**src/rtl/excp_unit.sv**
```systemverilog
// Exception arbiter and pipeline-reset sequencer: picks one cause by fixed priority,
// issues a one-cycle entry strobe, and stretches pipeline reset / post-entry flush.
module excp_unit #(
  parameter int unsigned RST_CYCLES   = 4,
  parameter int unsigned FLUSH_CYCLES = 3,
  parameter logic [31:0] RESET_VEC    = 32'hBFC00000,
  parameter logic [31:0] REFILL_VEC   = 32'h80000000,
  parameter logic [31:0] GENERAL_VEC  = 32'h80000180
) (
  input  logic        CLK,
  input  logic        RESET,
  input  logic        ERET,
  input  logic        INT_COUNTER,
  input  logic        SYSCALL,
  input  logic        BREAK,
  input  logic        RI,
  input  logic        CpU,
  input  logic        OV,
  input  logic        dTLBMOD,
  input  logic        dTLBL,
  input  logic        dTLBS,
  input  logic        dADEL,
  input  logic        dADES,
  input  logic        iTLBL,
  input  logic        iADEL,
  input  logic        IBE,
  input  logic        DBE,
  input  logic [31:0] PC_WB,
  input  logic        DELAY_SLOT,
  output logic        E_ENTER,
  output logic        PIPE_RESET,
  output logic [31:0] VECTOR,
  output logic [31:0] EPC,
  output logic [4:0]  CAUSE
);

  typedef enum logic [1:0] {
    S_RST   = 2'd0,
    S_RUN   = 2'd1,
    S_FLUSH = 2'd2
  } state_e;

  localparam logic [3:0] RST_LAST   = 4'(RST_CYCLES - 1);
  localparam logic [3:0] FLUSH_LAST = 4'(FLUSH_CYCLES - 1);

  // Bit 0 is the highest-priority flag; fetch-side faults beat execute and data faults.
  function automatic logic [4:0] sel_cause(input logic [13:0] f);
    logic [4:0] code;
    if      (f[0])  code = 5'd4;   // iADEL
    else if (f[1])  code = 5'd2;   // iTLBL
    else if (f[2])  code = 5'd6;   // IBE
    else if (f[3])  code = 5'd11;  // CpU
    else if (f[4])  code = 5'd10;  // RI
    else if (f[5])  code = 5'd12;  // OV
    else if (f[6])  code = 5'd8;   // SYSCALL
    else if (f[7])  code = 5'd9;   // BREAK
    else if (f[8])  code = 5'd4;   // dADEL
    else if (f[9])  code = 5'd5;   // dADES
    else if (f[10]) code = 5'd2;   // dTLBL
    else if (f[11]) code = 5'd3;   // dTLBS
    else if (f[12]) code = 5'd1;   // dTLBMOD
    else if (f[13]) code = 5'd7;   // DBE
    else            code = 5'd0;   // counter interrupt
    return code;
  endfunction

  state_e      state_q, state_d;
  logic [3:0]  cnt_q, cnt_d;
  logic        e_enter_q, e_enter_d;
  logic        pipe_reset_q, pipe_reset_d;
  logic [31:0] vector_q, vector_d;
  logic [31:0] epc_q, epc_d;
  logic [4:0]  cause_q, cause_d;

  logic [13:0] sync_flags_s;
  logic        req_s;
  logic [4:0]  code_s;

  assign sync_flags_s = {DBE, dTLBMOD, dTLBS, dTLBL, dADES, dADEL,
                         BREAK, SYSCALL, OV, RI, CpU, IBE, iTLBL, iADEL};
  assign req_s  = (|sync_flags_s) | INT_COUNTER;
  assign code_s = sel_cause(sync_flags_s);

  // Next-state and output computation for the reset / run / flush sequencer.
  always_comb begin
    state_d      = state_q;
    cnt_d        = cnt_q;
    e_enter_d    = 1'b0;
    pipe_reset_d = pipe_reset_q;
    vector_d     = vector_q;
    epc_d        = epc_q;
    cause_d      = cause_q;
    case (state_q)
      S_RST: begin
        pipe_reset_d = 1'b1;
        if (cnt_q == RST_LAST) begin
          state_d      = S_RUN;
          cnt_d        = 4'd0;
          pipe_reset_d = 1'b0;
        end else begin
          cnt_d = cnt_q + 4'd1;
        end
      end
      S_RUN: begin
        pipe_reset_d = 1'b0;
        // An exception on the ERET instruction itself takes precedence over the return.
        if (req_s) begin
          e_enter_d = 1'b1;
          cause_d   = code_s;
          epc_d     = DELAY_SLOT ? (PC_WB - 32'd4) : PC_WB;
          vector_d  = ((code_s == 5'd2) || (code_s == 5'd3)) ? REFILL_VEC : GENERAL_VEC;
          state_d   = S_FLUSH;
          cnt_d     = 4'd0;
        end else if (ERET) begin
          state_d = S_FLUSH;
          cnt_d   = 4'd0;
        end else begin
          state_d = S_RUN;
        end
      end
      S_FLUSH: begin
        pipe_reset_d = 1'b0;
        if (cnt_q == FLUSH_LAST) begin
          state_d = S_RUN;
          cnt_d   = 4'd0;
        end else begin
          cnt_d = cnt_q + 4'd1;
        end
      end
      default: begin
        state_d      = S_RST;
        cnt_d        = 4'd0;
        pipe_reset_d = 1'b1;
      end
    endcase
  end

  // State and output registers; RESET clears the entry strobe without waiting for a clock.
  always_ff @(posedge CLK or posedge RESET) begin
    if (RESET) begin
      state_q      <= S_RST;
      cnt_q        <= 4'd0;
      e_enter_q    <= 1'b0;
      pipe_reset_q <= 1'b1;
      vector_q     <= RESET_VEC;
      epc_q        <= 32'd0;
      cause_q      <= 5'd0;
    end else begin
      state_q      <= state_d;
      cnt_q        <= cnt_d;
      e_enter_q    <= e_enter_d;
      pipe_reset_q <= pipe_reset_d;
      vector_q     <= vector_d;
      epc_q        <= epc_d;
      cause_q      <= cause_d;
    end
  end

  assign E_ENTER    = e_enter_q;
  assign PIPE_RESET = pipe_reset_q;
  assign VECTOR     = vector_q;
  assign EPC        = epc_q;
  assign CAUSE      = cause_q;

endmodule

```
**config.mk**
```make
export PLATFORM = sky130hd
export DESIGN_NAME = excp_unit
export DESIGN_NICKNAME = d
export VERILOG_FILES = /design/src/rtl/excp_unit.sv
export SDC_FILE = /design/constraint.sdc
export NUM_CORES = 1
export LEC_CHECK = 0
export CAP_MARGIN = 15
export CORE_MARGIN = 3
export CORE_UTILIZATION = 40
export CTS_BUF_LIST = sky130_fd_sc_hd__clkbuf_4
export CTS_CLUSTER_DIAMETER = 80
export CTS_CLUSTER_SIZE = 20
export DETAILED_ROUTE_END_ITERATION = 7
export PLACE_DENSITY = 0.87
export SLEW_MARGIN = 5
export SYNTH_ARGS = -nofsm -noshare
export SYNTH_HDL_FRONTEND = slang
export SYNTH_SLANG_ARGS = --single-unit
```
**constraint.sdc**
```tcl
create_clock -name CLK -period 1.4 [get_ports CLK]
set_input_delay 0.35 -clock CLK [delete_from_list [all_inputs] [get_ports CLK]]
set_output_delay 0.35 -clock CLK [all_outputs]
set_load 0.02 [all_outputs]
```
# --- After elaboration in Yosys (flattened, before gate mapping) ---
# Index checks and enable logic that the tools add are counted.
totals:
  register_bits: 77
  inputBits: 51
  wordCells: 55
op_classes:
  n_addsub: 2
  eq_ne: 9
  mux: 30
  bitwise_logic: 1
  reduce_logical: 6
ops:
  columns: ["cell", "n"]
  rows:
  - ["2-to-1 mux 4 bit", 12]
  - ["2-to-1 mux 32 bit", 1]
  - ["subtractor 32 x 3 -> 32 bit (second input constant)", 1]
  - ["2-to-1 mux 3 bit", 6]
  - ["OR reduction 14 bit", 1]
  - ["one-hot mux 4 bit (3 select lines)", 1]
  - ["equality test 5 x 2 -> 1 bit (second input constant)", 2]
  - ["2-to-1 mux 9 bit", 1]
  - ["equality test 4 x 2 -> 1 bit (second input constant)", 2]
  - ["2-to-1 mux 2 bit", 4]
  - ["one-hot mux 2 bit (3 select lines)", 1]
  - ["adder 4 x 1 -> 4 bit (second input constant)", 1]
  - ["inequality test 2 bit (second input constant)", 2]
  - ["AND reduction 2 bit", 2]
  - ["2-to-1 mux 1 bit", 3]
  - ["inequality test 3 bit (second input constant)", 1]
  - ["equality test 2 x 1 -> 1 bit (second input constant)", 1]
  - ["equality test 2 bit (second input constant)", 1]
  - ["zero test 2 bit", 1]
  - ["one-hot mux 1 bit (2 select lines)", 1]
  - ["OR reduction 2 bit", 1]
  - ["logical OR 1 bit", 1]
  - ["OR 1 bit", 1]

# --- Longest topological paths before layout ---
logic_depth:
  word_depth: 17
  mapped_depth: 8

# --- Worst setup path after synthesis ---
# Ideal clock, no wire load.
synth_timing:
  path_kind: "input to register"
  start: "input port iTLBL"
  end: "register epc_q[0] (netlist: EPC[0])"
  setup_time_ps: 125
  t_arrival_ps: 1521
  setup_slack_ps: -246
  path_stages: 5
  path_cell_list: "nor4_2 -> nand4_1 -> o21bai_2 -> buf_6 -> mux2_2"
synth_between:
  elab_chain_len: 3
synth_rtl:
  columns: ["item", "line_no", "text"]
  rows:
  - ["start: declaration", "24", "input logic iTLBL,"]
  - ["OR reduction 14 bit", "81", "assign req_s = (|sync_flags_s) | INT_COUNTER;"]
  - ["OR 1 bit", "81", null]
  - ["AND reduction 2 bit (no source line)", null, null]
  - ["end signal: assignment", "154", "epc_q <= epc_d;"]
  - ["end: declaration", "72", "logic [31:0] epc_q, epc_d;"]
# No other way between the ends.
# A chain may end at the register's enable or synchronous reset.

# --- Final worst setup path ---
layout_timing:
  start: "input port PC_WB[22]"
  end: "register epc_q[31] (netlist: EPC[31])"
layout_between:
  elab_chain_len: 2
layout_rtl:
  columns: ["item", "line_no", "text"]
  rows:
  - ["start: declaration", "28", "input logic [31:0] PC_WB,"]
  - ["subtractor 32 x 3 -> 32 bit", "110", "epc_d = DELAY_SLOT ? (PC_WB - 32'd4) : PC_WB;"]
  - ["2-to-1 mux 32 bit", "110", null]
# No other way between the ends.

==> summary.md <==
| Metric | Value |
|---|---|
| Crit. End Element | `register` |
| Final standard cell count with taps included and fillers excluded | `624` |
| Unrepaired setup endpoints after global routing | `true` |
| Yosys warns | `0` |
| Count of hold buffers inserted by post-cts repair | `0` |
| Initial antenna violation count | `0` |
| Critical Path RT | `1670 ps` |
| Deepest level of the CTS H-tree | `2` |
| Fraction of synthesized cell area taken by the top area cell type | `38.9%` |
| Hold slack | `279 ps` |
| Critical-path maximum fanout | `4` |
| GR met1 Demand/Resource | `26.7%` |
| Library cell used as clock root buffer | `sky130_fd_sc_hd__clkbuf_4` |
| Post-route total power | `8.95 mW` |
| Portion of the post-synthesis area used by sequential elements | `40.8%` |
| Number of design rule violations left after detail routing | `0` |
| Mean instance size in the synthesized netlist | `9.13 µm²` |
| Maximum vdd ir drop | `0.822 mV` |
| Wire length per cell | `19.1 µm` |
| Most used flip-flop cell after synthesis | `sky130_fd_sc_hd__dfrtp_1` |
| Largest net degree at the start of global routing | `27` |
| Setup slack after placement | `-868 ps` |
| Clock Tree Buf Depth | `2` |
| Antenna Diode Count | `0` |
| Filler Cells Inserted | `435` |
| Clock Sink Count | `46` |
| Count of nets after finishing | `582` |
| Total routed wirelength | `11900 µm` |
| Async set-reset flop share out of synthesis | `100%` |
| Setup total negative slack | `-4450 ps` |
| Global routing usage on met3 | `4.77%` |
| Pwr per Cell Area | `1670 nW/µm²` |
| Type of element launching the critical path | `input pin` |
| Total via count after detailed routing | `3356` |
| Peak Freq | `624 MHz` |
| Gp weighted congestion | `0.903` |
| Number of instances in the placed design | `560` |
| Outcome | `complete, but fails checks` |
| Fraction of the cycle the final worst path needs | `114%` |
| Setup Skew | `6.86 ps` |
| Number of enable flip-flop cells after synthesis | `0` |
| Clock latency reported for the late side of the worst-skew pair | `370 ps` |
| Area growth, synth to finish | `89.6%` |
| DPL Wire Length | `6450 µm` |
| Commonest non-fill, non-tap cells in the layout | `sky130_fd_sc_hd__buf_4 (107), sky130_fd_sc_hd__buf_2 (48), sky130_fd_sc_hd__dfrtp_1 (44), sky130_fd_sc_hd__conb_1 (23), sky130_fd_sc_hd__o21ai_2 (22)` |
| Failing checks | `setup timing` |
| Total leakage power | `2.54 nW` |
| Clock-pin slew of the registers on the worst-case setup and hold paths | `150 ps` |
| Via density per instance | `5.38` |
| Number of top-level design ports | `122` |
| Area occupied by multi-input gates | `1890 µm²` |
| TritonCTS clock tree | `yes` |
| Layer carrying the most global-route usage | `met2` |
| Post-synthesis cell count | `310` |
| Number of global-route vias before repair | `3320` |
| Maximum Capacitance Violations | `0` |
| Initial core utilization | `41.4%` |
| Num CTS Buffers | `5` |
| Area of the core region | `6830 µm²` |
| Height of the chip | `90.1 µm` |
| Final setup margin | `-202 ps` |
| Final number of max-transition violations | `0` |
| Yosys reg bits | `46` |
| CP Data Arrival Time | `1870 ps` |
| Cell area after technology mapping | `2830 µm²` |
| Setup-failing EPs final | `48` |
| Number of violations reported at the end of detailed-routing iteration 0 | `216` |
| Timing startpoint of the critical path | `PC_WB[22]` |
| Wire length of the first global-routing pass | `16400 µm` |
| Post-synthesis cell type with the largest combined area | `sky130_fd_sc_hd__dfrtp_1` |
| Number of detailed-route iterations in the first pass | `5` |
| Area taken by flip-flops and latches | `1150 µm²` |
| Count of nets left with antenna violations after detail routing | `0` |
| PortBufs | `98` |
| Leading post-synthesis cells by cell area | `sky130_fd_sc_hd__dfrtp_1 (39%), sky130_fd_sc_hd__buf_4 (8.8%), sky130_fd_sc_hd__o21ai_0 (6.0%), sky130_fd_sc_hd__xor2_1 (5.9%), sky130_fd_sc_hd__nand2_1 (5.2%)` |
| Std cell rows | `30` |
| Classification of the worst setup path | `input pin to register` |
| Total Routing Usage GR | `24.8%` |
| Share of layout cells above drive strength 1 | `59.5%` |
| Leading cell type in the layout, fill and taps excluded | `sky130_fd_sc_hd__buf_4` |
| Die Width | `90.1 µm` |
| Remaining Overflow, GRT | `0` |
| Fraction of met2 tracks used by global routing | `47.2%` |
| Die footprint | `8120 µm²` |
| Clock period minus final worst setup slack | `1600 ps` |
| Reg-to-reg critical path startpoint | `state_q[1]` |
| Hold Path Class | `input pin to async pin` |
| Endpoints failing hold | `0` |
| Unique masters post-synth | `52` |
per-layer routing:
layer	vias to the layer above	part of all wire, %
li1	1456	-
met1	1651	35
met2	194	54
met3	55	5.8
met4	0	5.1
met5	-	0
worst max-delay path, cell delays in order:
cell and delay (ps):
sky130_fd_sc_hd__buf_6 90, sky130_fd_sc_hd__or4_4 580, sky130_fd_sc_hd__nor3b_4 310, sky130_fd_sc_hd__nand4_1 210, sky130_fd_sc_hd__xor2_1 260, sky130_fd_sc_hd__o21ai_2 70
flip-flops by register name, indices dropped and copies added, names as in the netlist:
name        cells
EPC            32
CAUSE           4
cnt_q           4
VECTOR          2
state_q         2
E_ENTER         1
PIPE_RESET      1
area by class of cell:
cell class | count | area share (%)
Timing Repair Buffer | 232 | 38.6
Multi-Input combinational cell | 232 | 35.1
Sequential cell | 46 | 21.5
Clock inverter | 3 | 0.746
Clock buffer | 5 | 0.700
Inverter | 10 | 1.10
Tap cell | 96 | 2.24
report_power, final:
part / internal (mW) / switching (mW) / leakage (nW) / total (mW)
logic: 2.81 / 2.86 / 1.93 / 5.67
registers: 1.96 / 0.478 / 0.561 / 2.44
clock network: 0.371 / 0.467 / 0.0450 / 0.838
total: 5.14 / 3.81 / 2.54 / 8.95
cells in the mapped netlist (6+ instances only):
| cell | instances |
|---|---|
| sky130_fd_sc_hd__inv_1 | 10 |
| sky130_fd_sc_hd__nor2_1 | 17 |
| sky130_fd_sc_hd__nor4_1 | 6 |
| sky130_fd_sc_hd__xor2_1 | 19 |
| sky130_fd_sc_hd__dfrtp_1 | 44 |
| sky130_fd_sc_hd__xnor2_1 | 9 |
| sky130_fd_sc_hd__buf_4 | 33 |
| sky130_fd_sc_hd__nand4_1 | 8 |
| sky130_fd_sc_hd__a21oi_1 | 7 |
| sky130_fd_sc_hd__nor3_1 | 9 |
| sky130_fd_sc_hd__nand2_1 | 39 |
| sky130_fd_sc_hd__o21ai_0 | 34 |
what timing repair did:
action                                  in CTS  in global routing
gates resized for setup                    335                144
pin swaps                                   34                 45
setup buffers                               24                 29
gates cloned                                 7                  4
endpoints found under the setup margin      93                 87
path summary, 6_finish.rpt:
| path | end | slack, ps | cells past startpoint |
|---|---|---|---|
| setup / recovery | EPC[31] | -200 | 6 |
| hold / removal | CAUSE[3] | 280 | 2 |
| setup reg to reg | CAUSE[3] | -130 | 7 |
| hold reg to reg | EPC[24] | 490 | 2 |
| max in group asynchronous | PIPE_RESET | 670 | 3 |
| min in group CLK | EPC[19] | 370 | 4 |
kinds of logic (layout without fill, tap and decap cells):
group / Yosys count / after routing / share of synthesized area (%)
compound gates: 60 / 60 / 12.1
xor+xnor: 28 / 28 / 8.67
fa+ha+maj: 4 / 4 / 1.77
buf+inv: 53 / 250 / 12.1
flops: 46 / 46 / 40.8
mux: 5 / 5 / 1.99
other cells: 2 / 23 / 0.265
simple gates: 112 / 112 / 22.3
per-stage QoR:
step | util, % | cell area [µm²]
floorplan | - | 2980
global placement | 64.6 | 4410
detailed placement | 64.6 | 4410
CTS | 73.9 | 5050
global route | 78.5 | 5370
finish | 78.5 | 5370
Note: power is estimated with default switching activity, not from simulation.
